**src/rtl/memctrl_pkg.sv**
```systemverilog
// Shared encodings and bus types for the memory controller and its fetch engine.
package memctrl_pkg;

  localparam logic [1:0] RW_NONE  = 2'b00;
  localparam logic [1:0] RW_READ  = 2'b01;
  localparam logic [1:0] RW_WRITE = 2'b10;

  typedef logic [7:0]  ByteBus;
  typedef logic [31:0] DataAddrBus;
  typedef logic [31:0] InstBus;

  typedef enum logic [2:0] {
    FS_IDLE = 3'd0,
    FS_I0   = 3'd1,
    FS_I1   = 3'd2,
    FS_I2   = 3'd3,
    FS_I3   = 3'd4,
    FS_C3   = 3'd5
  } fetch_state_e;

  // Byte offset from the latched PC presented in each issue state.
  function automatic logic [1:0] fetch_offset(input fetch_state_e s);
    logic [1:0] off;
    case (s)
      FS_I1:   off = 2'd1;
      FS_I2:   off = 2'd2;
      FS_I3:   off = 2'd3;
      default: off = 2'd0;
    endcase
    return off;
  endfunction

  function automatic logic is_mem_req(input logic [1:0] rw);
    return (rw == RW_READ) || (rw == RW_WRITE);
  endfunction

endpackage

```
**src/rtl/memctrl_fetch.sv**
```systemverilog
// Instruction fetch engine: issues four byte reads and assembles a little-endian word,
// restarting from byte 0 whenever the MEM stage takes the RAM port.
module memctrl_fetch
  import memctrl_pkg::*;
#(
  parameter int ADDR_W = 32
) (
  input  logic              clk,
  input  logic              rst,
  input  logic              if_req,
  input  logic [ADDR_W-1:0] if_pc,
  input  logic              if_flush,
  input  logic              mem_busy,
  input  logic [7:0]        mem_din,
  output logic              issue,
  output logic [ADDR_W-1:0] fetch_a,
  output logic [31:0]       inst_o,
  output logic              inst_valid,
  output logic              if_busy
);

  fetch_state_e      state_q, state_d;
  logic [ADDR_W-1:0] pc_q, pc_d;
  logic [31:0]       inst_q, inst_d;

  // State, latched PC and partial instruction registers.
  always_ff @(posedge clk or negedge rst) begin
    if (!rst) begin
      state_q <= FS_IDLE;
      pc_q    <= {ADDR_W{1'b0}};
      inst_q  <= 32'h0000_0000;
    end else begin
      state_q <= state_d;
      pc_q    <= pc_d;
      inst_q  <= inst_d;
    end
  end

  // Next-state: each granted Ik cycle captures the byte issued in the previous cycle.
  always_comb begin
    state_d = state_q;
    pc_d    = pc_q;
    inst_d  = inst_q;
    if (if_flush) begin
      state_d = FS_IDLE;
    end else begin
      case (state_q)
        FS_IDLE: begin
          if (if_req) begin
            state_d = FS_I0;
            pc_d    = if_pc;
          end else begin
            state_d = FS_IDLE;
          end
        end
        FS_I0: begin
          if (mem_busy) state_d = FS_I0;
          else          state_d = FS_I1;
        end
        FS_I1: begin
          if (mem_busy) begin
            state_d = FS_I0;
          end else begin
            state_d      = FS_I2;
            inst_d[7:0]  = mem_din;
          end
        end
        FS_I2: begin
          if (mem_busy) begin
            state_d = FS_I0;
          end else begin
            state_d      = FS_I3;
            inst_d[15:8] = mem_din;
          end
        end
        FS_I3: begin
          if (mem_busy) begin
            state_d = FS_I0;
          end else begin
            state_d       = FS_C3;
            inst_d[23:16] = mem_din;
          end
        end
        FS_C3: begin
          state_d       = FS_IDLE;
          inst_d[31:24] = mem_din;
        end
        default: state_d = FS_IDLE;
      endcase
    end
  end

  // The last byte arrives during C3, so the word is completed straight from the RAM data.
  always_comb begin
    issue      = (state_q == FS_I0) || (state_q == FS_I1) ||
                 (state_q == FS_I2) || (state_q == FS_I3);
    fetch_a    = pc_q + ADDR_W'(fetch_offset(state_q));
    if_busy    = (state_q != FS_IDLE);
    inst_valid = (state_q == FS_C3) && !if_flush;
    if (state_q == FS_C3) begin
      inst_o = {mem_din, inst_q[23:0]};
    end else begin
      inst_o = inst_q;
    end
  end

endmodule

```
**src/rtl/memctrl.sv**
```systemverilog
// Memory controller: shares one byte-wide RAM port between the MEM stage (absolute
// priority, zero added latency) and the instruction fetch engine.
module memctrl
  import memctrl_pkg::*;
#(
  parameter int ADDR_W = 32
) (
  input  logic              clk,
  input  logic              rst,
  input  logic [1:0]        rw_to_memctrl,
  input  logic [ADDR_W-1:0] addr_to_memctrl,
  input  logic [7:0]        data_to_memctrl,
  output logic [7:0]        data_from_memctrl,
  input  logic              if_req,
  input  logic [ADDR_W-1:0] if_pc,
  input  logic              if_flush,
  output logic [31:0]       inst_o,
  output logic              inst_valid,
  output logic              if_busy,
  output logic [ADDR_W-1:0] mem_a,
  output logic              mem_wr,
  output logic [7:0]        mem_dout,
  input  logic [7:0]        mem_din
);

  logic              mem_req;
  logic              fetch_issue;
  logic [ADDR_W-1:0] fetch_a;

  assign mem_req = is_mem_req(rw_to_memctrl);

  memctrl_fetch #(.ADDR_W(ADDR_W)) u_fetch (
    .clk        (clk),
    .rst        (rst),
    .if_req     (if_req),
    .if_pc      (if_pc),
    .if_flush   (if_flush),
    .mem_busy   (mem_req),
    .mem_din    (mem_din),
    .issue      (fetch_issue),
    .fetch_a    (fetch_a),
    .inst_o     (inst_o),
    .inst_valid (inst_valid),
    .if_busy    (if_busy)
  );

  // Port mux; everything is held at zero while reset is asserted so no stray write escapes.
  always_comb begin
    mem_a             = {ADDR_W{1'b0}};
    mem_wr            = 1'b0;
    mem_dout          = 8'h00;
    data_from_memctrl = 8'h00;
    if (rst) begin
      data_from_memctrl = mem_din;
      if (mem_req) begin
        mem_a    = addr_to_memctrl;
        mem_dout = data_to_memctrl;
        mem_wr   = (rw_to_memctrl == RW_WRITE);
      end else if (fetch_issue) begin
        mem_a = fetch_a;
      end else begin
        mem_a = {ADDR_W{1'b0}};
      end
    end else begin
      data_from_memctrl = 8'h00;
    end
  end

endmodule

```
**config.mk**
```make
export PLATFORM = sky130hd
export DESIGN_NAME = memctrl
export DESIGN_NICKNAME = d
export VERILOG_FILES = /design/src/rtl/memctrl_pkg.sv /design/src/rtl/memctrl_fetch.sv /design/src/rtl/memctrl.sv
export SDC_FILE = /design/constraint.sdc
export NUM_CORES = 1
export LEC_CHECK = 0
export CAP_MARGIN = 5
export CELL_PAD_IN_SITES_DETAIL_PLACEMENT = 1
export CELL_PAD_IN_SITES_GLOBAL_PLACEMENT = 1
export CORE_ASPECT_RATIO = 1.1
export CORE_MARGIN = 1
export CORE_UTILIZATION = 29
export CTS_CLUSTER_DIAMETER = 200
export DETAILED_ROUTE_END_ITERATION = 7
export HOLD_SLACK_MARGIN = 0.1
export PLACE_DENSITY = 0.73
export SKIP_LAST_GASP = 1
export SYNTH_ARGS = -nofsm -noshare
export SYNTH_HDL_FRONTEND = slang
export SYNTH_SLANG_ARGS = --single-unit
```
**constraint.sdc**
```tcl
create_clock -name clk -period 3.8 [get_ports clk]
set_clock_uncertainty 0.2 [all_clocks]
set_input_delay 1.14 -clock clk [delete_from_list [all_inputs] [get_ports clk]]
set_output_delay 1.14 -clock clk [all_outputs]
set_load 0.02 [all_outputs]
```
==> results of run 1 <==
## final timing paths
check / slack [ns] / depth (start not counted) / startpoint / endpoint
min in group asynchronous: 0.70 / 3 / rst / u_fetch.inst_q[5]
min reg2reg: 0.30 / 1 / u_fetch.inst_q[25] / u_fetch.inst_q[25]
max: -0.45 / 10 / u_fetch.state_q[1] / mem_a[30]
max in group asynchronous: 1.94 / 4 / rst / u_fetch.state_q[0]
min: 0.30 / 1 / u_fetch.inst_q[25] / u_fetch.inst_q[25]
max reg2reg: 1.40 / 9 / u_fetch.state_q[2] / u_fetch.pc_q[27]
## flip-flops by register name (all words and copies together), names as in the netlist
signal,flops
u_fetch.state_q,3
u_fetch.inst_q,32
u_fetch.pc_q,32
## cell usage after synthesis (5+ instances only)
master / instances / area share
and3_1: 7 / 0.010
and2_1: 18 / 0.027
buf_4: 25 / 0.045
or4_1: 18 / 0.032
nor2_1: 6 / 0.0054
nand3b_1: 5 / 0.0090
clkbuf_1: 15 / 0.013
nand4_1: 15 / 0.022
o21ai_0: 15 / 0.018
dfrtp_1: 67 / 0.40
nand3_1: 23 / 0.028
o211ai_1: 14 / 0.025
xor2_1: 9 / 0.019
inv_1: 5 / 0.0045
xnor2_1: 6 / 0.013
mux2_2: 72 / 0.19
nand2_1: 41 / 0.037
## power by group through the flow
stage	Combinational, µW	Clock (µW)	Sequential, µW
final	1090	771	998
after detailed placement	979	0	996
after global routing	1160	828	1020
after floorplan	535	0	970
after global placement	951	0	985
after CTS	1060	797	989
## final cells by class
type / count / area share
Clock inverter: 5 / 0.00367
Timing Repair Buffer: 264 / 0.355
Multi-Input combinational cell: 289 / 0.350
Sequential cell: 67 / 0.224
Inverter: 5 / 0.00350
Tap cell: 188 / 0.0314
Clock buffer: 11 / 0.0337
## cell families after synthesis
kind of cell,count (synthesis)
multiplexers,72
XOR/XNOR,15
AND/OR/NAND/NOR,153
adder cells (fa/ha/maj),4
flip-flops,67
AO/OA/AOI/OAI,45
buffers and inverters,51
## cells in the final DEF (no fill, tap or decap), types with 3 or more instances in the layout
master	count
mux2_2	72
nand4_1	15
clkdlybuf4s50_1	119
buf_16	4
clkbuf_16	9
nand2_1	39
o21ai_1	3
and3_1	7
clkinv_2	4
o21ai_2	3
nand3_2	9
and2_1	18
xor2_1	6
o211ai_1	14
and4_1	3
buf_8	3
clkbuf_2	5
o21ai_4	8
dlymetal6s2s_1	3
clkdlybuf4s15_2	5
nand3_4	6
nor2_1	4
nand3b_1	5
buf_6	41
dlygate4sd2_1	3
buf_12	6
dfrtp_1	66
xnor2_1	4
a22o_1	3
buf_4	73
inv_1	4
a32oi_1	4
nand3_1	8
or4_4	16
## routing by layer
layer | vias to the layer above | share of wire | GRT usage
li1 | 1929 | - | -
met3 | 47 | 0.080 | 0.0558
met2 | 174 | 0.53 | 0.397
met4 | 0 | 0.034 | 0.0988
met5 | - | 0 | 0
met1 | 2109 | 0.36 | 0.242
## repair_timing
item / in CTS / in global routing
pin swaps: 37 / 25
gates cloned: 6 / 0
setup endpoints to repair: 51 / 38
buffers inserted: 15 / 12
resized for setup: 283 / 49
## through the flow
stage | setup TNS, ns | setup slack, ns | hold slack, ns | area [µm²] | utilization
4_1_cts | -8.35 | -0.475 | 0.309 | 7290 | 0.525
5_1_grt | -11.40 | -0.582 | 0.325 | 7500 | 0.539
6_report | -9.43 | -0.453 | 0.303 | 7500 | 0.539
3_3_place_gp | -47.23 | -1.39 | 0.285 | 6490 | 0.467
2_1_floorplan | -4.59 | -0.236 | 0.275 | 4330 | -
3_5_place_dp | -47.99 | -1.42 | 0.296 | 6490 | 0.467
==> summary.md, run 1 <==
| Metric | Value |
|---|---|
| Outcome | `finished with violations` |
| Violated checks | `negative setup slack` |
| Syn nets | `497` |
| Post-synthesis mux area share | `0.194` |
| Die area | `0.0149 mm²` |
| Part of the power in registers | `0.349` |
| GRT overflow | `0` |
| Cell Pwr Density | `381 mW/mm²` |
| Initial core utilization | `0.300` |
| Post-synthesis compound-gate area fraction | `0.0777` |
| Number of flops mapped to enable cells by yosys | `0` |
| Slowest stage cell on the critical path | `or4_4` |
| Unrepaired setup endpoints after global routing | `true` |
| Clk Latency, worst-skew pair | `0.33 ns` |
| Placed cells | `783` |
| Post-DR vias/cell | `5.14` |
| Synth Area in Simple Gates | `0.206` |
| Fin cells | `829` |
| Cell family with most CP delay | `simple AND/OR/NAND/NOR gates` |
| CTS tree | `yes` |
| CP Class | `reg -> out` |
| Rel. slew slack | `0.675` |
| Largest net degree at the start of global routing | `43` |
| Setup WS post-layout | `-0.453 ns` |
| Register area share after synthesis | `0.402` |
| Max-slew violation count | `0` |
| Critical Path Sink Type | `primary output` |
| Fin nets | `726` |
| DR vias | `4259` |
| Detail Route Antenna Nets | `0` |
| Final WL | `16300 µm` |
| DRC | `0` |
| Total CTS buffers | `9` |
| Multi-input logic area | `0.00262 mm²` |
| GP Congestion | `0.884` |
| Worst hold path class | `reg -> reg` |
| Arr. time, crit path | `2.91 ns` |
| Leak | `0.00331 µW` |
| Row cnt | `45` |
| Critical path, cell by cell | `xnor2_1 -> nor2_1 -> ha_2 -> fa_2 -> nand4_1 -> buf_4 -> or4_4 -> or4_4 -> nand3_2 -> buf_6` |
| Peak VDD IR | `0.230 mV` |
| Slew of the pin with the lowest slew margin | `0.487 ns` |
| Power Internal | `1910 µW` |
| Mapped Cells | `407` |
| Adder-Cell Fraction of Synth Area | `0.0138` |
| Distinct cells, synth | `42` |
| Tot GR Track Use | `0.221` |
| Clock buffer depth | `2` |
| Startpoint Class | `register` |
| Share of power burned in the clock network | `0.270` |
| Reg area | `0.00168 mm²` |
| Fraction of synthesized cell area in xor and xnor cells | `0.0315` |
| Io pins | `169` |
| Mean routed wirelength per cell | `19.6 µm` |
| CP peak stage delay | `0.53 ns` |
| Switching pwr | `950 µW` |
| Total of max-cap violations | `0` |
| DRT Pass-1 Iters | `4` |
| First-pass GRT wire length | `25000 µm` |
| Share of post-route cells with drive strength above 1 | `0.457` |
| Power Total | `2860 µW` |
| IO Port Bufs | `168` |
| Hold Fails Final Rpt | `0` |
| Syn avg cell area | `10.3 µm²` |
| Dpl hpwl | `11100 µm` |
| Sw frac | `0.332` |
| Clock slew at reported path FFs | `0.05 ns` |
| Area Growth Syn to Fin | `79.7%` |
| Post-synthesis cell area | `0.00417 mm²` |
| Setup-failing EPs final | `30` |
| Initial antenna violation count | `0` |
| WP buf/inv | `2` |
| Max frequency | `235 MHz` |
| Tmin final | `4.25 ns` |
| Critical Path RT | `2.46 ns` |
| Vias in the first global route | `4723` |
| Largest family of logic cells by synthesized area | `simple AND/OR/NAND/NOR gates` |
| Core area | `0.0139 mm²` |
| CP Max Fanout | `2` |
| Prevailing post-synth register cell | `dfrtp_1` |
| Gate power share | `0.382` |
| CP most frequent cell | `or4_4` |
| N_diodes | `0` |
| Initial DRC count | `105` |
| Fill cells | `1499` |
| Die width | `116 µm` |
| Asr flop ratio synth | `1.00` |
| Final period util | `1.12` |
| CTS H-Tree Depth | `3` |
| Die height | `128 µm` |
| Number of synthesis warnings | `0` |
| Clk root buf | `clkbuf_16` |
| Seq cells post-synth | `67` |
| Clock sinks | `67` |
| Post-CTS Hold Buffers | `0` |
(Power assumes the default switching activity.)
==> run 2: changes to the inputs <==
- CTS_CLUSTER_DIAMETER: 200 -> default
- PLACE_DENSITY: 0.73 -> default
- PLACE_DENSITY_LB_ADDON: default -> 0.1
==> run 2 against run 1 <==
Effect of this change: the run still ends with negative setup slack left; cell area shrank 2.1%; worst hold slack about the same; clock power up 6.1%; largest power group unchanged; highest routed layer unchanged; final cell count shrank 0.60%; largest cell class is now multi-input gates; core utilization is 1.1 points lower.
==> summary.md, run 2 (synthesized netlist as in run 1, its figures left out) <==
| Metric | Value |
|---|---|
| Outcome | `finished with violations` |
| Violated checks | `negative setup slack` |
| DRT Pass-1 Iters | `4 (unchanged)` |
| Initial DRC count | `118 (+12%)` |
| Mean routed wirelength per cell | `17.6 µm (-10%)` |
| Dpl hpwl | `10900 µm (-2.4%)` |
| Setup-failing EPs final | `29 (-3.3%)` |
| Max frequency | `238 MHz (+1.1%)` |
| Commonest non-fill, non-tap cell in the layout | `clkdlybuf4s50_1` |
| Area Growth Syn to Fin | `76.0%` |
| Rel. slew slack | `0.686 (+0.0107)` |
| CTS H-Tree Depth | `3 (unchanged)` |
| Core area | `0.0139 mm² (unchanged)` |
| Hold worst-path end | `u_fetch.inst_q[31]` |
| Slowest stage cell on the critical path | `or4_4` |
| CP most frequent cell | `or4_4` |
| Fin nets | `720 (-0.83%)` |
| Hold Slack | `0.303 ns (+0.0000860 ns)` |
| GP Congestion | `0.844 (-4.5%)` |
| Hold_sp | `u_fetch.inst_q[31]` |
| Reg2reg setup slack | `1.55 ns (+0.15 ns)` |
| Startpoint Class | `register` |
| Die area | `0.0149 mm² (unchanged)` |
| Clock slew at reported path FFs | `0.05 ns (about the same)` |
| Initial core utilization | `0.300 (unchanged)` |
| Unrepaired setup endpoints after global routing | `true` |
| Post-DR vias/cell | `4.97 (-3.2%)` |
| Most frequent cells in the layout | `119 x clkdlybuf4s50_1, 75 x buf_4, 72 x mux2_2` |
| Total of max-cap violations | `0 (unchanged)` |
| IO Port Bufs | `168 (unchanged)` |
| Critical Path RT | `2.46 ns (about the same)` |
| Peak VDD IR | `0.231 mV (+0.43%)` |
| Die width | `116 µm (unchanged)` |
| CP Max Fanout | `2 (unchanged)` |
| CP peak stage delay | `0.52 ns (about the same)` |
| Vias in the first global route | `4294 (-9.1%)` |
| Clock buffer depth | `2 (unchanged)` |
| Total CTS buffers | `9 (unchanged)` |
| Tmin final | `4.21 ns (-0.0466 ns)` |
| CP Class | `reg -> out` |
| Worst r2r path cells | `8 (-1)` |
| Critical path, cell by cell | `xnor2_1 -> nor2_1 -> ha_2 -> fa_2 -> nand4_1 -> buf_4 -> or4_4 -> or4_4 -> nand3_2 -> buf_6` |
| Setup WS post-layout | `-0.407 ns (+0.0466 ns)` |
| Io pins | `169 (unchanged)` |
| Initial antenna violation count | `1 (+1)` |
| First-pass GRT wire length | `23100 µm (-7.5%)` |
| Clk root buf | `clkbuf_16` |
| GRT overflow | `0 (unchanged)` |
| Detail Route Antenna Nets | `0 (unchanged)` |
| DR vias | `4096 (-3.8%)` |
| Power Total | `2860 µW (about the same)` |
| CTS tree | `yes` |
| Share of post-route cells with drive strength above 1 | `0.446 (-0.0114)` |
| Cell Pwr Density | `390 mW/mm² (+2.2%)` |
| DRC | `0 (unchanged)` |
| Top Registers | `u_fetch.inst_q: 32 flops, u_fetch.pc_q: 32 flops, u_fetch.state_q: 3 flops` |
| Slew of the pin with the lowest slew margin | `0.460 ns (-0.0279 ns)` |
| Final WL | `14500 µm (-11%)` |
| Die height | `128 µm (unchanged)` |
| Hold Crit Depth | `1 (unchanged)` |
| Clock sinks | `67 (unchanged)` |
| Max-slew violation count | `0 (unchanged)` |
| Row cnt | `45 (unchanged)` |
| Arr. time, crit path | `2.87 ns (-0.04 ns)` |
| Hold Fails Final Rpt | `0 (unchanged)` |
| Tot GR Track Use | `0.204 (-0.0176)` |
| Worst hold path class | `reg -> reg` |
| Largest net degree at the start of global routing | `45 (+4.7%)` |
| Critical Path Sink Type | `primary output` |
| Worst r2r src | `u_fetch.state_q[2]` |
| Clk Latency, worst-skew pair | `0.32 ns (about the same)` |
| R2R Path End | `u_fetch.pc_q[2]` |
| Post-CTS Hold Buffers | `0 (unchanged)` |
| Fill cells | `1508 (+0.60%)` |
| Final period util | `1.11 (-0.0123)` |
| Leak | `0.00330 µW (-0.31%)` |
-- run 2: area by class of cell --
| cell class | instances | area [µm²] | area share |
|---|---|---|---|
| clock buffers | 11 | 243 | 0.0330 |
| inverters | 5 | 26.3 | 0.00358 |
| diodes | 1 | 2.50 | 0.000341 |
| clock inverters | 5 | 52.6 | 0.00715 |
| well taps | 188 | 235 | 0.0320 |
| flip-flops and latches | 67 | 1680 | 0.228 |
| repair buffers | 258 | 2540 | 0.346 |
| multi-input cells | 289 | 2570 | 0.350 |
-- run 2: per-layer routing --
layer | global-route usage | vias to the layer above | part of all wire
met5 | 0 | - | 0
met4 | 0.0656 | 0 | 0.019
met3 | 0.0482 | 19 | 0.070
met2 | 0.358 | 144 | 0.51
met1 | 0.241 | 2007 | 0.40
li1 | - | 1926 | -
-- run 2: per-stage QoR --
stage | setup slack, ns | area (µm²) | cells | setup TNS [ns] | utilization
floorplan | -0.236 | 4330 | 407 | -4.59 | -
global placement | -1.49 | 6540 | 788 | -49.42 | 0.470
detailed placement | -1.54 | 6540 | 788 | -51.00 | 0.470
CTS | -0.508 | 7120 | 817 | -8.08 | 0.512
global route | -0.533 | 7340 | 823 | -10.60 | 0.528
finish | -0.407 | 7350 | 824 | -7.68 | 0.528
-- run 2: critical path: cells and delay by family (launching register included) --
family,cells,cell delay (ns)
flops,1,0.39
simple gates,5,1.31
fa+ha+maj,2,0.43
xor+xnor,1,0.13
buf+inv,2,0.29
-- run 2: repair_timing --
item	4_1_cts	5_1_grt
gates cloned	3	0
buffers inserted	11	8
setup endpoints to repair	50	49
gates resized for setup	276	41
pin swaps	31	18
-- run 2: worst max path at each step --
stage | from | to | slack, ns | cells after the start
2_1_floorplan | rw_to_memctrl[0] | mem_a[18] | -0.24 | 8
6_report | u_fetch.state_q[1] | mem_a[30] | -0.41 | 10
4_1_cts | u_fetch.state_q[2] | mem_a[30] | -0.51 | 10
3_5_place_dp | rw_to_memctrl[0] | mem_a[24] | -1.54 | 9
5_1_grt | u_fetch.state_q[1] | mem_a[30] | -0.53 | 10
3_3_place_gp | rw_to_memctrl[0] | mem_a[30] | -1.49 | 9
-- run 2: where the power goes --
group	leakage, µW	internal, µW	switching [µW]
registers	0.000842	856	133
clock network	0.000145	522	296
logic	0.00231	569	487
total	0.00330	1950	916
